File: src/rtl/decode_queue_if.sv
// Fetch/execute handshake bundle for decode_queue: fetch-side inputs, flush,
// execute-side head entry with its decoded fields, and occupancy.
interface decode_queue_if #(
    parameter int unsigned DEPTH = 4,
    parameter int unsigned XLEN  = 64
);
    localparam int unsigned CW = $clog2(DEPTH) + 1;

    logic            in_valid;
    logic            in_ready;
    logic [XLEN-1:0] in_pc;
    logic [31:0]     in_instr;
    logic            flush;
    logic            out_valid;
    logic            out_ready;
    logic [XLEN-1:0] out_pc;
    logic [31:0]     out_instr;
    logic [4:0]      ra1;
    logic [4:0]      ra2;
    logic [4:0]      wa;
    logic [XLEN-1:0] imm;
    logic            illegal;
    logic [CW-1:0]   count;

    modport master (
        output in_valid, in_pc, in_instr, flush, out_ready,
        input  in_ready, out_valid, out_pc, out_instr, ra1, ra2, wa, imm, illegal, count
    );

    modport slave (
        input  in_valid, in_pc, in_instr, flush, out_ready,
        output in_ready, out_valid, out_pc, out_instr, ra1, ra2, wa, imm, illegal, count
    );
endinterface

File: src/rtl/decode_queue.sv
// Instruction buffer between fetch and execute: DEPTH-entry FIFO whose head is
// presented first-word-fall-through together with its RV64 decode fields.
module decode_queue #(
    parameter int unsigned DEPTH = 4,
    parameter int unsigned XLEN  = 64
) (
    input  logic           clk,
    input  logic           reset,
    decode_queue_if.slave  bus
);
    localparam int unsigned AW = $clog2(DEPTH);
    localparam logic [AW:0] L_FULL = (AW + 1)'(DEPTH);

    typedef enum logic [6:0] {
        OPC_LOAD   = 7'b0000011,
        OPC_OPIMM  = 7'b0010011,
        OPC_AUIPC  = 7'b0010111,
        OPC_OPIMM32= 7'b0011011,
        OPC_STORE  = 7'b0100011,
        OPC_OP     = 7'b0110011,
        OPC_LUI    = 7'b0110111,
        OPC_OP32   = 7'b0111011,
        OPC_BRANCH = 7'b1100011,
        OPC_JALR   = 7'b1100111,
        OPC_JAL    = 7'b1101111
    } opcode_e;

    logic [XLEN-1:0] r_pc_mem    [DEPTH];
    logic [31:0]     r_instr_mem [DEPTH];
    logic [AW-1:0]   r_head;
    logic [AW-1:0]   r_tail;
    logic [AW:0]     r_count;

    logic            w_valid;
    logic            w_ready;
    logic            w_enq;
    logic            w_deq;
    logic [31:0]     w_instr;

    // in_ready follows the async reset pin directly so it drops with it
    assign w_valid = (r_count != '0);
    assign w_ready = (r_count < L_FULL) && !bus.flush && reset;
    assign w_enq   = bus.in_valid && w_ready;
    assign w_deq   = w_valid && bus.out_ready;

    always_ff @(posedge clk or negedge reset) begin
        if (!reset) begin
            r_head  <= '0;
            r_tail  <= '0;
            r_count <= '0;
        end else if (bus.flush) begin
            r_head  <= '0;
            r_tail  <= '0;
            r_count <= '0;
        end else begin
            if (w_enq) r_tail <= r_tail + AW'(1);
            if (w_deq) r_head <= r_head + AW'(1);
            if (w_enq && !w_deq)      r_count <= r_count + (AW + 1)'(1);
            else if (!w_enq && w_deq) r_count <= r_count - (AW + 1)'(1);
        end
    end

    always_ff @(posedge clk) begin
        if (w_enq) begin
            r_pc_mem[r_tail]    <= bus.in_pc;
            r_instr_mem[r_tail] <= bus.in_instr;
        end
    end

    assign w_instr       = w_valid ? r_instr_mem[r_head] : '0;
    assign bus.in_ready  = w_ready;
    assign bus.out_valid = w_valid;
    assign bus.out_pc    = w_valid ? r_pc_mem[r_head] : '0;
    assign bus.out_instr = w_instr;
    assign bus.count     = r_count;

    always_comb begin
        bus.ra1     = '0;
        bus.ra2     = '0;
        bus.wa      = '0;
        bus.imm     = '0;
        bus.illegal = 1'b0;
        if (w_valid) begin
            case (w_instr[6:0])
                OPC_LOAD, OPC_OPIMM, OPC_OPIMM32, OPC_JALR: begin
                    bus.ra1 = w_instr[19:15];
                    bus.wa  = w_instr[11:7];
                    bus.imm = {{(XLEN-12){w_instr[31]}}, w_instr[31:20]};
                end
                OPC_STORE: begin
                    bus.ra1 = w_instr[19:15];
                    bus.ra2 = w_instr[24:20];
                    bus.imm = {{(XLEN-12){w_instr[31]}}, w_instr[31:25], w_instr[11:7]};
                end
                OPC_BRANCH: begin
                    bus.ra1 = w_instr[19:15];
                    bus.ra2 = w_instr[24:20];
                    bus.imm = {{(XLEN-13){w_instr[31]}}, w_instr[31], w_instr[7],
                               w_instr[30:25], w_instr[11:8], 1'b0};
                end
                OPC_OP, OPC_OP32: begin
                    bus.ra1 = w_instr[19:15];
                    bus.ra2 = w_instr[24:20];
                    bus.wa  = w_instr[11:7];
                end
                OPC_LUI, OPC_AUIPC: begin
                    bus.wa  = w_instr[11:7];
                    bus.imm = {{(XLEN-32){w_instr[31]}}, w_instr[31:12], 12'b0};
                end
                OPC_JAL: begin
                    bus.wa  = w_instr[11:7];
                    bus.imm = {{(XLEN-21){w_instr[31]}}, w_instr[31], w_instr[19:12],
                               w_instr[20], w_instr[30:21], 1'b0};
                end
                default: bus.illegal = 1'b1;
            endcase
        end
    end
endmodule

File: src/flat_wrapper.sv
// flat-port wrapper written by rule: the top's interface ports become plain ports
module decode_queue_flat 
#(
    parameter int unsigned DEPTH = 4,
    parameter int unsigned XLEN  = 64
)
  (clk, reset, bus_in_valid, bus_in_pc, bus_in_instr, bus_flush, bus_out_ready, bus_in_ready, bus_out_valid, bus_out_pc, bus_out_instr, bus_ra1, bus_ra2, bus_wa, bus_imm, bus_illegal, bus_count);
  decode_queue_if #(.DEPTH(DEPTH), .XLEN(XLEN)) bus_i ();
  input  logic clk;
  input  logic reset;
  input wire logic [$bits(bus_i.in_valid)-1:0] bus_in_valid;
  input wire logic [$bits(bus_i.in_pc)-1:0] bus_in_pc;
  input wire logic [$bits(bus_i.in_instr)-1:0] bus_in_instr;
  input wire logic [$bits(bus_i.flush)-1:0] bus_flush;
  input wire logic [$bits(bus_i.out_ready)-1:0] bus_out_ready;
  output wire logic [$bits(bus_i.in_ready)-1:0] bus_in_ready;
  output wire logic [$bits(bus_i.out_valid)-1:0] bus_out_valid;
  output wire logic [$bits(bus_i.out_pc)-1:0] bus_out_pc;
  output wire logic [$bits(bus_i.out_instr)-1:0] bus_out_instr;
  output wire logic [$bits(bus_i.ra1)-1:0] bus_ra1;
  output wire logic [$bits(bus_i.ra2)-1:0] bus_ra2;
  output wire logic [$bits(bus_i.wa)-1:0] bus_wa;
  output wire logic [$bits(bus_i.imm)-1:0] bus_imm;
  output wire logic [$bits(bus_i.illegal)-1:0] bus_illegal;
  output wire logic [$bits(bus_i.count)-1:0] bus_count;
  assign bus_i.in_valid = bus_in_valid;
  assign bus_i.in_pc = bus_in_pc;
  assign bus_i.in_instr = bus_in_instr;
  assign bus_i.flush = bus_flush;
  assign bus_i.out_ready = bus_out_ready;
  assign bus_in_ready = bus_i.in_ready;
  assign bus_out_valid = bus_i.out_valid;
  assign bus_out_pc = bus_i.out_pc;
  assign bus_out_instr = bus_i.out_instr;
  assign bus_ra1 = bus_i.ra1;
  assign bus_ra2 = bus_i.ra2;
  assign bus_wa = bus_i.wa;
  assign bus_imm = bus_i.imm;
  assign bus_illegal = bus_i.illegal;
  assign bus_count = bus_i.count;
  decode_queue #(.DEPTH(DEPTH), .XLEN(XLEN)) u_core (.clk(clk), .reset(reset), .bus(bus_i));
endmodule
File: config.mk
export PLATFORM = sky130hd
export DESIGN_NAME = decode_queue_flat
export DESIGN_NICKNAME = d
export VERILOG_FILES = /design/src/rtl/decode_queue_if.sv /design/src/rtl/decode_queue.sv /design/src/flat_wrapper.sv
export SDC_FILE = /design/constraint.sdc
export NUM_CORES = 1
export LEC_CHECK = 0
export CORE_MARGIN = 2
export CORE_UTILIZATION = 48
export DETAILED_ROUTE_END_ITERATION = 16
export DONT_BUFFER_PORTS = 1
export HOLD_SLACK_MARGIN = 0.06
export SLEW_MARGIN = 30
export SYNTH_ARGS = -nofsm -noshare
export SYNTH_HDL_FRONTEND = slang
export SYNTH_SLANG_ARGS = --single-unit
File: constraint.sdc
create_clock -name clk -period 4.6 [get_ports clk]
set_input_delay 0.92 -clock clk [delete_from_list [all_inputs] [get_ports clk]]
set_output_delay 0.92 -clock clk [all_outputs]
set_load 0.01 [all_outputs]
Word-level counts from Yosys, hierarchy flattened --
Memories as Yosys holds them, arrays and structs flattened. Cells that the tools add are included. W data, S select, Z words.
Operators by class: add/subtract/negate cells 4, equality and inequality tests 11, order comparisons 1, reductions and logical operators 19, mux-type cells 21
Operators with widths (count):
- $pmux W64 S5 | 1
- $mux W64 | 2
- $mux W32 | 1
- $mux W5 | 6
- $eq A7 B6 Y1 const B | 4
- $eq A7 B5 Y1 const B | 3
- $eq A7 B7 Y1 const B | 3
- $reduce_or A11 Y1 | 1
- $mux W3 | 3
- $reduce_or A9 Y1 | 1
- $mux W2 | 4
- $reduce_or A4 Y1 | 2
- $reduce_or A8 Y1 | 1
- $eq A7 B2 Y1 const B | 1
- $logic_and A1 B1 Y1 | 6
- $reduce_bool A3 Y1 | 2
- $add A2 B1 Y2 const B | 2
- $mux W1 | 4
- $reduce_bool A2 Y1 | 2
- $add A3 B1 Y3 const B | 1
- $logic_not A1 Y1 | 3
- $lt A3 B3 Y1 const B | 1
- $sub A3 B1 Y3 const B | 1
- $reduce_or A2 Y1 | 1
Word-level totals: memories kept 2, register bits 7, RAM bits 384
Memory list:
- u_core.r_pc_mem | words 4, bits a word 64, read ports 1, clocked after memory_dff 0, wr ports 1, RTL line decode_queue.sv:28 | logic [XLEN-1:0] r_pc_mem [DEPTH];
- u_core.r_instr_mem | words 4, bits a word 32, read ports 1, clocked after memory_dff 0, wr ports 1, RTL line decode_queue.sv:29 | logic [31:0] r_instr_mem [DEPTH];

Logic depth before layout (Yosys ltp) --
depth in word-level cells 9, gate-level depth with buffers 9, depth with buffers taken out 7

Least setup slack after synthesis --
OpenSTA, ideal clock, no wires.
path kind input to register, from in bus_flush, to mem u_core.r_instr_mem[0][0] (enable), required time 4134 ps, arrival time 4033 ps, buffers on the path 1, path slack 101 ps, stages 3, cell sequence clkbuf_1 nor3b_1 and3_1
Between the ends: cells in the longest elaborated chain, start to end 6
RTL lines:
- start, declared | RTL line flat_wrapper.sv:14 | input wire logic [$bits(bus_i.flush)-1:0] bus_flush;
- $logic_not A1 Y1 | RTL line decode_queue.sv:42 | assign w_ready = (r_count < L_FULL) && !bus.flush && reset;
- $logic_and A1 B1 Y1 (2 in series) | RTL line decode_queue.sv:42
- named net bus_in_ready | RTL line flat_wrapper.sv:16 | output wire logic [$bits(bus_i.in_ready)-1:0] bus_in_ready;
- $logic_and A1 B1 Y1 | RTL line decode_queue.sv:43 | assign w_enq = bus.in_valid && w_ready;
- $mux W1 | RTL line decode_queue.sv:64 | if (w_enq) begin
- $mux W1 (implied by the code) | RTL line decode_queue.sv:66 | r_instr_mem[r_tail] <= bus.in_instr;
- end, declared | RTL line decode_queue.sv:29
The timed path passes the listed nets, and every way through them passes these cells.

Worst setup path after layout --
from reg u_core.r_head[0], to out bus_imm[13]
Between the ends: cells in the longest elaborated chain, start to end 6, elaborated cells between the ends (all ways) 15
RTL lines:
- start, declared | RTL line decode_queue.sv:30 | logic [AW-1:0] r_head;
- start signal, assigned | RTL line decode_queue.sv:57 | if (w_deq) r_head <= r_head + AW'(1);
- $mem_v2 Z4 W32 *
- $mux W32 * | RTL line decode_queue.sv:70 | assign w_instr = w_valid ? r_instr_mem[r_head] : '0;
- $eq A7 B2 Y1 (tied with other cells) | RTL line decode_queue.sv:84 | case (w_instr[6:0])
- $reduce_or A4 Y1 / $reduce_or A2 Y1 (equally long branches)
- $pmux W64 S5 * | RTL line decode_queue.sv:84
- $mux W64 * | RTL line decode_queue.sv:83 | if (w_valid) begin
- end, declared | RTL line flat_wrapper.sv:23 | output wire logic [$bits(bus_i.imm)-1:0] bus_imm;
Every way passes the cells marked *; elsewhere a longest branch is shown, timed or not.

==> reports/summary.md <==
* outcome: completed
* Resized Gates After CTS: 0
* ratio of cells with drive above 1 in the final layout: 0.227
* Rel. slew slack: 0.339
* drt via density: 5.81
* count of input and output buffers: 0
* root cell of the clock tree: sky130_fd_sc_hd__clkbuf_16
* Starting Density: 0.488
* post-synthesis async set-or-reset flop share: 0.0179
* total clock buffers created by CTS: 39
* share of synthesized area occupied by flip-flops and latches: 0.735
* Achievable Freq: 237 MHz
* number of flops mapped to enable cells by yosys: 384
* worst-skew pair later-pin latency: 0.52 ns
* ANT nets after route: 0
* clock network fraction of design power: 0.325
* clock transition time at the flip-flop clock pins of the worst setup and hold paths: 0.05 ns
* global route total overflow: 0
* path class of the lowest-slack min-delay path: in2async
* fin crit period: 4.22 ns
* slowest cell on the critical path: sky130_fd_sc_hd__mux4_2
* maximum count of clock buffers along a single path: 3
* area of the die: 34600 sq um
* gate count after technology mapping: 844
* relative contribution of sequential cells to total power: 0.405
* combinational share of power: 0.270
* final net count: 944
* Switch Pwr: 3.07 mW
* IR drop worst, VDD: 0.492 mV
* final worst-path cycle share: 0.917
* Critical Path Start Type: register
* number of distinct library cell variants in the gate-level netlist after synthesis: 51
* cell family with the largest share of critical-path delay: compound AO/OA/AOI/OAI gates
* DRC violation count after routing: 0
* CP max FO: 12
* Pins Over Slew Limit: 0
* most frequently used flop master after synthesis: sky130_fd_sc_hd__edfxtp_1
* slew at the pin with the worst max-slew slack: 0.989 ns
* power per standard cell area: 569 nW/um^2
* area of the core region: 32600 sq um
* total setup violations reported at the end of the flow: 0
* hold slack final: 0.0985 ns
* Arrival @ worst endpoint: 3.30 ns
* die height: 186 microns
* Clock Sink Count: 391
* number of warnings reported in the yosys synthesis log: 0
* library cell appearing most often on the critical path: sky130_fd_sc_hd__buf_4
* Pleak: 5.65 nW
* hold violation count in the final report: 0
* vias in the first global route: 7806
* Mapped Area: 15900 sq um
* count of maximum capacitance violations: 0
* Post-Synthesis Net Count: 950
* maximum clock skew at final layout: 0.0120 ns
* required time at the endpoint of the critical path: 3.68 ns
* HPWL after DPL: 21.4 mm
* number of design-rule violations left by the first detailed-router iteration: 471
* kind of critical path: reg2out
* overall track demand over capacity in global routing: 0.190
* total of flip-flops plus latches after synthesis: 391
* delay of the slowest cell on the worst path: 0.66 ns
* Area growth, synth to finish: 11.2%
* routed len/inst: 25.4 microns
* pin count of the biggest net entering global routing: 72
* CP Capture Type: output pin
* TritonCTS clock tree: built
* final estimated routing congestion in global placement: 0.885
* vias post-DR: 7622
* Fill cells: 2489
* wire length of the first global-routing pass: 48.4 mm
* worst-path cell chain: buf_4, mux4_2, nand2_1, nor2_1, a32oi_1, o21ai_0, buf_4
* count of standard-cell rows: 66
* number of top-level design ports: 282
* accumulated negative setup slack: 0 ns
* Critical path buffers and inverters: 2
* setup repair after global routing missed its margin: false
* final core utilization: 0.543
* antenna violations before repair: 0
* drt pass-1 iters: 5
* switching part of the total: 0.305
* depth of the CTS H-tree: 2
* overall die width: 186 microns
* highest-count cells in the layout ignoring fill and taps: sky130_fd_sc_hd__edfxtp_1, sky130_fd_sc_hd__mux4_2, sky130_fd_sc_hd__and2_1
* Syn Area/Cell: 18.9 sq um
* leading cell type in the layout, fill and taps excluded: sky130_fd_sc_hd__edfxtp_1
* total length of routed wires: 33.4 mm
* internal power contribution: 7.00 mW
-- worst reg2reg max path: cells and delay by family, from the launching register on --
kind          cells  cell delay (ns)
simple gates      2             1.46
buf+inv           1             0.47
flops             1             0.47
-- final timing paths --
check | from | slack, ns | cells after the start | to
setup / recovery | u_core.r_head[0]$_DFFE_PN0P_ | 0.38 | 7 | bus_imm[13]
hold / removal | reset | 0.1 | 0 | u_core.r_head[0]$_DFFE_PN0P_
setup reg to reg | u_core.bus.count[2]$_DFFE_PN0P_ | 1.78 | 3 | u_core.r_pc_mem[0][18]$_DFFE_PP_
hold reg to reg | u_core.r_tail[1]$_DFFE_PN0P_ | 0.60 | 2 | u_core.r_tail[1]$_DFFE_PN0P_
max in group asynchronous | reset | 3.70 | 1 | u_core.r_tail[0]$_DFFE_PN0P_
min in group clk | bus_flush | 0.45 | 1 | u_core.bus.count[2]$_DFFE_PN0P_
-- cells in the mapped netlist, types with 2 or more instances --
cell,number,area share
sky130_fd_sc_hd__a211o_1,2,0.0011
sky130_fd_sc_hd__a21oi_1,6,0.0019
sky130_fd_sc_hd__a31oi_1,2,0.00079
sky130_fd_sc_hd__and2_1,82,0.032
sky130_fd_sc_hd__and3_1,12,0.0047
sky130_fd_sc_hd__buf_1,2,0.00047
sky130_fd_sc_hd__buf_2,14,0.0044
sky130_fd_sc_hd__buf_4,32,0.015
sky130_fd_sc_hd__clkbuf_1,26,0.0061
sky130_fd_sc_hd__dfrtp_1,7,0.011
sky130_fd_sc_hd__edfxtp_1,384,0.72
sky130_fd_sc_hd__ha_1,4,0.0031
sky130_fd_sc_hd__inv_1,20,0.0047
sky130_fd_sc_hd__mux2i_1,3,0.0019
sky130_fd_sc_hd__mux4_2,97,0.14
sky130_fd_sc_hd__nand2_1,62,0.015
sky130_fd_sc_hd__nand2b_1,3,0.0012
sky130_fd_sc_hd__nand3_1,3,0.00094
sky130_fd_sc_hd__nand4_1,2,0.00079
sky130_fd_sc_hd__nor2_1,22,0.0052
sky130_fd_sc_hd__nor3_1,7,0.0022
sky130_fd_sc_hd__o21ai_0,13,0.0041
sky130_fd_sc_hd__o22ai_1,2,0.00079
sky130_fd_sc_hd__o32ai_1,4,0.0022
sky130_fd_sc_hd__or2_2,2,0.00079
sky130_fd_sc_hd__or3_1,3,0.0012
sky130_fd_sc_hd__xnor2_1,3,0.0017
sky130_fd_sc_hd__xor2_1,2,0.0011
-- area by class of cell --
type                    instances  area, sq um  share of cell area
well taps                     442          553              0.0312
inverters                      20         75.1             0.00424
clock inverters                26          334              0.0189
repair buffers                 28          287              0.0162
flip-flops and latches        391        11700               0.662
diodes                          1         2.50            0.000141
multi-input cells             358         3740               0.211
clock buffers                  45          998              0.0564
-- power groups by stage --
stage	Combinational [mW]	Clock, mW	Sequential, mW
floorplan	2.15	0	4.11
global placement	2.71	0	4.15
detailed placement	2.76	0	4.15
CTS	2.77	3.35	4.08
global route	2.94	3.48	4.09
finish	2.72	3.27	4.08
-- registers in the layout (all words and copies together) (netlist names) --
register,cells
u_core.r_pc_mem,256
u_core.r_tail,2
u_core.r_head,2
u_core.r_instr_mem,128
u_core.bus.count,3
-- stage by stage --
stage | cells | instance area (sq um) | setup slack [ns] | total power, mW
finish | 1311 | 17700 | 0.383 | 10.1
detailed placement | 1238 | 16400 | 0.902 | 6.92
floorplan | 844 | 15900 | 0.101 | 6.27
CTS | 1309 | 17700 | 0.343 | 10.2
global placement | 1238 | 16400 | 0.964 | 6.86
global route | 1310 | 17700 | 0.159 | 10.5
-- repair_timing --
item	in CTS	in global routing
buffers inserted	0	0
hold buffers	0	1
endpoints found under the hold margin	0	5
-- logic make-up after synthesis --
kind of cell / share of synthesized area
compound gates: 0.0174
fa+ha+maj: 0.00440
buf+inv: 0.0315
mux: 0.140
simple gates: 0.0690
flops: 0.735
xor+xnor: 0.00275
-- routing by layer --
layer	global-route usage	up-vias	wire length, microns
li1	-	3276	-
met1	0.231	3966	12600
met2	0.323	321	16800
met3	0.0680	59	3220
met4	0.0561	0	797
met5	0	-	0
Power figures use the tool's default switching activity.
